==> src/rtl/uart_wr_sequencer.sv <==
// Host-side write sequencer for a UART register interface: buffers config and transmit bytes,
// shapes write strobes around held data, then starts the transmitter and paces on its busy flag.
module uart_wr_sequencer #(
    parameter int unsigned FIFO_DEPTH    = 4,
    parameter int unsigned ADDR_W        = 2,
    parameter int unsigned STROBE_CYCLES = 1,
    parameter int unsigned BUSY_TIMEOUT  = 15
) (
    input  logic            i_Clock,
    input  logic            i_reset,
    input  logic            i_cfg_valid,
    input  logic [7:0]      i_cfg_brg,
    output logic            o_cfg_ready,
    input  logic            i_tx_valid,
    input  logic [7:0]      i_tx_data,
    output logic            o_tx_ready,
    input  logic            i_tx_busy,
    output logic [7:0]      o_data,
    output logic            o_brg_we,
    output logic            o_data_we,
    output logic            o_tx_start,
    output logic [ADDR_W:0] o_fifo_count,
    output logic            o_err,
    output logic            o_idle
);

    localparam int unsigned StrobeW  = (STROBE_CYCLES > 1) ? $clog2(STROBE_CYCLES) : 1;
    localparam int unsigned TimeoutW = $clog2(BUSY_TIMEOUT + 1);

    typedef enum logic [2:0] {StIdle, StStrobe, StHold, StStart, StWaitBusy} state_e;

    state_e              state_q, state_d;
    logic                sel_q, sel_d;  // 1: data register, 0: baud register
    logic [7:0]          data_q, data_d;
    logic                brg_we_q, brg_we_d;
    logic                data_we_q, data_we_d;
    logic [StrobeW-1:0]  strobe_cnt_q, strobe_cnt_d;
    logic [TimeoutW-1:0] to_cnt_q, to_cnt_d;
    logic                cfg_full_q, cfg_full_d;
    logic [7:0]          cfg_val_q, cfg_val_d;
    logic [7:0]          mem_q [FIFO_DEPTH];
    logic [7:0]          mem_d [FIFO_DEPTH];
    logic [ADDR_W-1:0]   wr_ptr_q, wr_ptr_d;
    logic [ADDR_W-1:0]   rd_ptr_q, rd_ptr_d;
    logic [ADDR_W:0]     count_q, count_d;

    logic tx_ready;
    logic push;
    logic cfg_load;
    logic grant_cfg;
    logic grant_data;

    assign tx_ready = (count_q != (ADDR_W + 1)'(FIFO_DEPTH));
    assign push     = i_tx_valid & tx_ready;
    assign cfg_load = i_cfg_valid & ~cfg_full_q;

    always_ff @(posedge i_Clock or negedge i_reset) begin
        if (!i_reset) begin
            state_q      <= StIdle;
            sel_q        <= 1'b0;
            data_q       <= '0;
            brg_we_q     <= 1'b0;
            data_we_q    <= 1'b0;
            strobe_cnt_q <= '0;
            to_cnt_q     <= '0;
            cfg_full_q   <= 1'b0;
            cfg_val_q    <= '0;
            wr_ptr_q     <= '0;
            rd_ptr_q     <= '0;
            count_q      <= '0;
            for (int unsigned i = 0; i < FIFO_DEPTH; i++) mem_q[i] <= '0;
        end else begin
            state_q      <= state_d;
            sel_q        <= sel_d;
            data_q       <= data_d;
            brg_we_q     <= brg_we_d;
            data_we_q    <= data_we_d;
            strobe_cnt_q <= strobe_cnt_d;
            to_cnt_q     <= to_cnt_d;
            cfg_full_q   <= cfg_full_d;
            cfg_val_q    <= cfg_val_d;
            wr_ptr_q     <= wr_ptr_d;
            rd_ptr_q     <= rd_ptr_d;
            count_q      <= count_d;
            mem_q        <= mem_d;
        end
    end

    always_comb begin
        state_d      = state_q;
        sel_d        = sel_q;
        data_d       = data_q;
        strobe_cnt_d = strobe_cnt_q;
        to_cnt_d     = to_cnt_q;
        grant_cfg    = 1'b0;
        grant_data   = 1'b0;

        unique case (state_q)
            StIdle: begin
                if (!i_tx_busy && cfg_full_q) begin
                    grant_cfg    = 1'b1;
                    data_d       = cfg_val_q;
                    sel_d        = 1'b0;
                    strobe_cnt_d = '0;
                    state_d      = StStrobe;
                end else if (!i_tx_busy && (count_q != '0)) begin
                    grant_data   = 1'b1;
                    data_d       = mem_q[rd_ptr_q];
                    sel_d        = 1'b1;
                    strobe_cnt_d = '0;
                    state_d      = StStrobe;
                end
            end
            StStrobe: begin
                if (strobe_cnt_q == StrobeW'(STROBE_CYCLES - 1)) state_d = StHold;
                else strobe_cnt_d = strobe_cnt_q + 1'b1;
            end
            StHold: state_d = sel_q ? StStart : StIdle;
            StStart: begin
                to_cnt_d = '0;
                state_d  = StWaitBusy;
            end
            StWaitBusy: begin
                if (i_tx_busy || (to_cnt_q == TimeoutW'(BUSY_TIMEOUT - 1))) state_d = StIdle;
                else to_cnt_d = to_cnt_q + 1'b1;
            end
            default: state_d = StIdle;
        endcase

        // Enables are registered so they rise exactly with the latched data.
        brg_we_d  = (state_d == StStrobe) & ~sel_d;
        data_we_d = (state_d == StStrobe) & sel_d;

        cfg_full_d = cfg_load | (cfg_full_q & ~grant_cfg);
        cfg_val_d  = cfg_load ? i_cfg_brg : cfg_val_q;

        mem_d    = mem_q;
        wr_ptr_d = wr_ptr_q;
        rd_ptr_d = rd_ptr_q;
        if (push) begin
            mem_d[wr_ptr_q] = i_tx_data;
            wr_ptr_d        = wr_ptr_q + 1'b1;
        end
        if (grant_data) rd_ptr_d = rd_ptr_q + 1'b1;

        unique case ({push, grant_data})
            2'b10:   count_d = count_q + 1'b1;
            2'b01:   count_d = count_q - 1'b1;
            default: count_d = count_q;
        endcase
    end

    always_comb begin
        o_cfg_ready  = ~cfg_full_q;
        o_tx_ready   = tx_ready;
        o_data       = data_q;
        o_brg_we     = brg_we_q;
        o_data_we    = data_we_q;
        o_fifo_count = count_q;
        o_tx_start   = (state_q == StStart);
        o_err        = (state_q == StWaitBusy) & ~i_tx_busy &
                       (to_cnt_q == TimeoutW'(BUSY_TIMEOUT - 1));
        o_idle       = (state_q == StIdle) & (count_q == '0) & ~cfg_full_q;
    end

endmodule

==> config.mk <==
export PLATFORM = sky130hd
export DESIGN_NAME = uart_wr_sequencer
export DESIGN_NICKNAME = d
export VERILOG_FILES = /design/src/rtl/uart_wr_sequencer.sv
export SDC_FILE = /design/constraint.sdc
export NUM_CORES = 1
export LEC_CHECK = 0
export BUFFER_PORTS_ARGS = -buffer_cell sky130_fd_sc_hd__buf_4
export CORE_ASPECT_RATIO = 1.1
export CORE_MARGIN = 1.5
export CORE_UTILIZATION = 35
export CTS_CLUSTER_SIZE = 25
export DETAILED_ROUTE_END_ITERATION = 10
export PLACE_DENSITY = 0.66
export SLEW_MARGIN = 0
export SYNTH_ARGS = -nofsm -noshare
export SYNTH_HDL_FRONTEND = slang
export SYNTH_SLANG_ARGS = --single-unit
==> constraint.sdc <==
create_clock -name i_Clock -period 2 [get_ports i_Clock]
set_input_delay 0.2 -clock i_Clock [delete_from_list [all_inputs] [get_ports i_Clock]]
set_output_delay 0.2 -clock i_Clock [all_outputs]
set_load 0.01 [all_outputs]
==> reports/qor.txt <==
status: complete, no violations
Worst-path clk slew: 80 ps
Leakage: 1.68 nW
CP Max Fanout: 3
dpl hpwl: 4.30 mm
syn avg cell area: 13.1 sq um
Least-Margin Pin Slew: 577 ps
Clock Skew: 8.91 ps
HP Class: in2reg
Yosys warnings: 0
minimum clock period: 1980 ps
GR Overflow Total: 0
drt pass-1 iters: 4
Compound-Gate Fraction of Synth Area: 4.66%
CP required: 2240 ps
CP max-delay cell: or4_4
nets@finish: 312
Worst-Skew Late Latency: 340 ps
layout cell share with drive strength beyond 1: 46.2%
Slew headroom: 61.4%
remaining antenna violation count: 0
total power: 0.00616 W
Fmax achieved: 0.505 GHz
starting DRC count in detailed routing: 54
fillcell total: 755
Die ar.: 9150 sq um
worst r2r path cells: 8
input/output buffers: 38
Setup-failing EPs final: 0
most used cell along the critical path: xor2_1
maximum clock path buffer count: 2
max_cap viols: 0
Yosys reg bits: 66
largest family of logic cells by synthesized area: multiplexers
critical path cell sequence: or4_4 > and3_4 > ha_4 > inv_2 > fa_2 > xor2_1 > nor2_1 > xor2_1
xor/xnor share of the synthesized area: 1.75%
Syn-to-layout area delta: 26.6%
Critical Path AT: 2210 ps
Crit Path Category: reg2reg
Core Box Area: 8360 sq um
Pwr Density: 1620 nW/um^2
Finished Core Util: 45.5%
DRC viols: 0
largest net degree at the start of global routing: 40
number of flops mapped to enable cells by yosys: 0
number of global-route vias before repair: 2011
Slew Viols, Final: 0
crit end category: flip-flop
Synth Area in Simple Gates: 9.91%
Hold Slack: 82.5 ps
Routed wire per std cell: 14.9 microns
post-synthesis mux area share: 22.0%
GRT Overall Usage: 14.4%
distinct cell type count after synthesis: 38
initial cell density of the core: 35.9%
max incr delay on CP: 520 ps
Cells after Synth: 230
vias: 1965
VDD IR-drop max: 0.000429 V
die width: 91.3 microns
Die Y: 100 microns
first-pass GRT wire length: 10.0 mm
final hold vios: 0
Synth Area in Adders: 3.58%
# clock sinks: 66
Root Buffer: clkbuf_8
Seq/Total Area, Yosys: 55.0%
initial antenna violation count: 0
Syn Nets: 259
drt total wl: 5.97 mm
Most used DFF post-synth: dfrtp_1
drt via density: 4.92
Synth Cell Area: 3000 sq um
Max H-tree Level: 3
Top Ports: 39
Final Cycle Share: 98.9%
TritonCTS clock tree: done
Inserted Clock Buffers: 9
ant diodes: 0
num rows: 35
CP startpoint kind: flip-flop
hold-critical path depth: 2
unrepaired setup endpoints after global routing: yes
asr flop ratio synth: 100%
routability congestion estimate: 0.834
## worst paths after layout
check	endpoint	slack, ps	startpoint
min	cfg_val_q[7]$_DFFE_PN0P_	80	i_cfg_brg[7]
max in group asynchronous	cfg_val_q[6]$_DFFE_PN0P_	1010	i_reset
max	o_fifo_count[2]$_DFFE_PN0P_	20	o_fifo_count[0]$_DFFE_PN0P_
min in group asynchronous	state_q[0]$_DFF_PN0_	350	i_reset
min reg2reg	mem_q[0]$_DFFE_PN0P_	510	mem_q[0]$_DFFE_PN0P_
max reg2reg	o_fifo_count[2]$_DFFE_PN0P_	20	o_fifo_count[0]$_DFFE_PN0P_
## state kept, by name, summed over array words and instances (netlist names)
name,flops
rd_ptr_q,2
mem_q,32
o_brg_we,1
o_data,8
sel_q,1
wr_ptr_q,2
to_cnt_q,4
cfg_full_q,1
o_data_we,1
cfg_val_q,8
o_fifo_count,3
state_q,3
## synth_stat cells (all sizes together), types with 2 or more instances
master | n | area (sq um)
a31oi | 8 | 50.1
a21oi | 10 | 50.1
nand2b | 2 | 12.5
clkbuf | 5 | 18.8
nor4 | 3 | 18.8
mux4 | 8 | 180
nor2 | 6 | 22.5
nand2 | 18 | 67.6
nand3b | 2 | 15.0
o21ai | 2 | 10.0
xor2 | 3 | 26.3
and3 | 3 | 18.8
ha | 7 | 87.6
and2 | 2 | 12.5
nor3 | 2 | 10.0
buf | 7 | 40.0
mux2 | 41 | 462
inv | 9 | 33.8
nor2b | 2 | 12.5
mux2i | 2 | 20.0
dfrtp | 66 | 1650
nand3 | 8 | 60.1
xnor2 | 3 | 26.3
## per-layer routing
layer | share of wire (%) | GRT usage (%) | wire length, microns | up-vias
li1 | - | - | - | 932
met1 | 44 | 17.7 | 2650 | 981
met2 | 49 | 23.7 | 2940 | 44
met3 | 4.8 | 4.24 | 289 | 8
met4 | 1.5 | 6.13 | 87 | 0
met5 | 0 | 0 | 0 | -
## worst max-delay path: cells and delay by family (launching register included)
| kind | cells | cell delay (ps) |
|---|---|---|
| DFF | 1 | 410 |
| buffers and inverters | 1 | 50 |
| adders and majority gates | 2 | 340 |
| and+or+nand+nor | 3 | 790 |
| xor gates and xnor gates | 2 | 280 |
## power breakdown
part,leakage [nW],internal (W),switching (W)
registers,0.787,0.00201,0.000444
clock network,0.110,0.000712,0.000553
logic,0.784,0.00142,0.00103
## logic make-up after synthesis
group	after synthesis
adder cells (fa/ha/maj)	8
XOR/XNOR	6
AO/OA/AOI/OAI	24
AND/OR/NAND/NOR	54
flip-flops	66
multiplexers	51
buffers and inverters	21
## cell usage in the layout (no fill, tap or decap), types with 3 or more instances in the layout
cell	Yosys	routed
mux2_2	41	41
nor2_1	6	6
clkinv_4	0	3
nand3_1	4	4
a21oi_1	10	10
a31oi_1	8	8
mux4_2	8	8
inv_1	9	8
ha_1	7	6
dfrtp_1	66	65
xnor2_1	3	3
nand2_1	18	17
nand3_2	4	4
clkbuf_8	0	9
buf_4	0	51
xor2_1	3	3
## cell type report
cell class / count / area (sq um) / share of cell area, %
well taps: 111 / 139 / 3.65
clock buffers: 9 / 124 / 3.26
multi-input cells: 143 / 1330 / 34.9
flip-flops and latches: 66 / 1650 / 43.5
clock inverters: 7 / 103 / 2.70
inverters: 9 / 33.8 / 0.888
repair buffers: 54 / 424 / 11.2
## what timing repair did
item,4_1_cts,5_1_grt
resized for setup,2,3
buffers inserted,0,1
gates cloned,0,0
pin swaps,0,6
hold buffers,1,0
endpoints found under the hold margin,37,0
setup endpoints to repair,2,3
## per-stage QoR
step | TNS, ps | setup slack, ps | area (sq um) | cells
2_1_floorplan | -9.07 | -9.07 | 3060 | 230
3_3_place_gp | 0 | 53.4 | 3540 | 381
3_5_place_dp | 0 | 32.0 | 3540 | 381
4_1_cts | 0 | 6.38 | 3780 | 398
5_1_grt | -117 | -84.8 | 3800 | 399
6_report | 0 | 21.6 | 3800 | 399
Power figures use the tool's default switching activity.
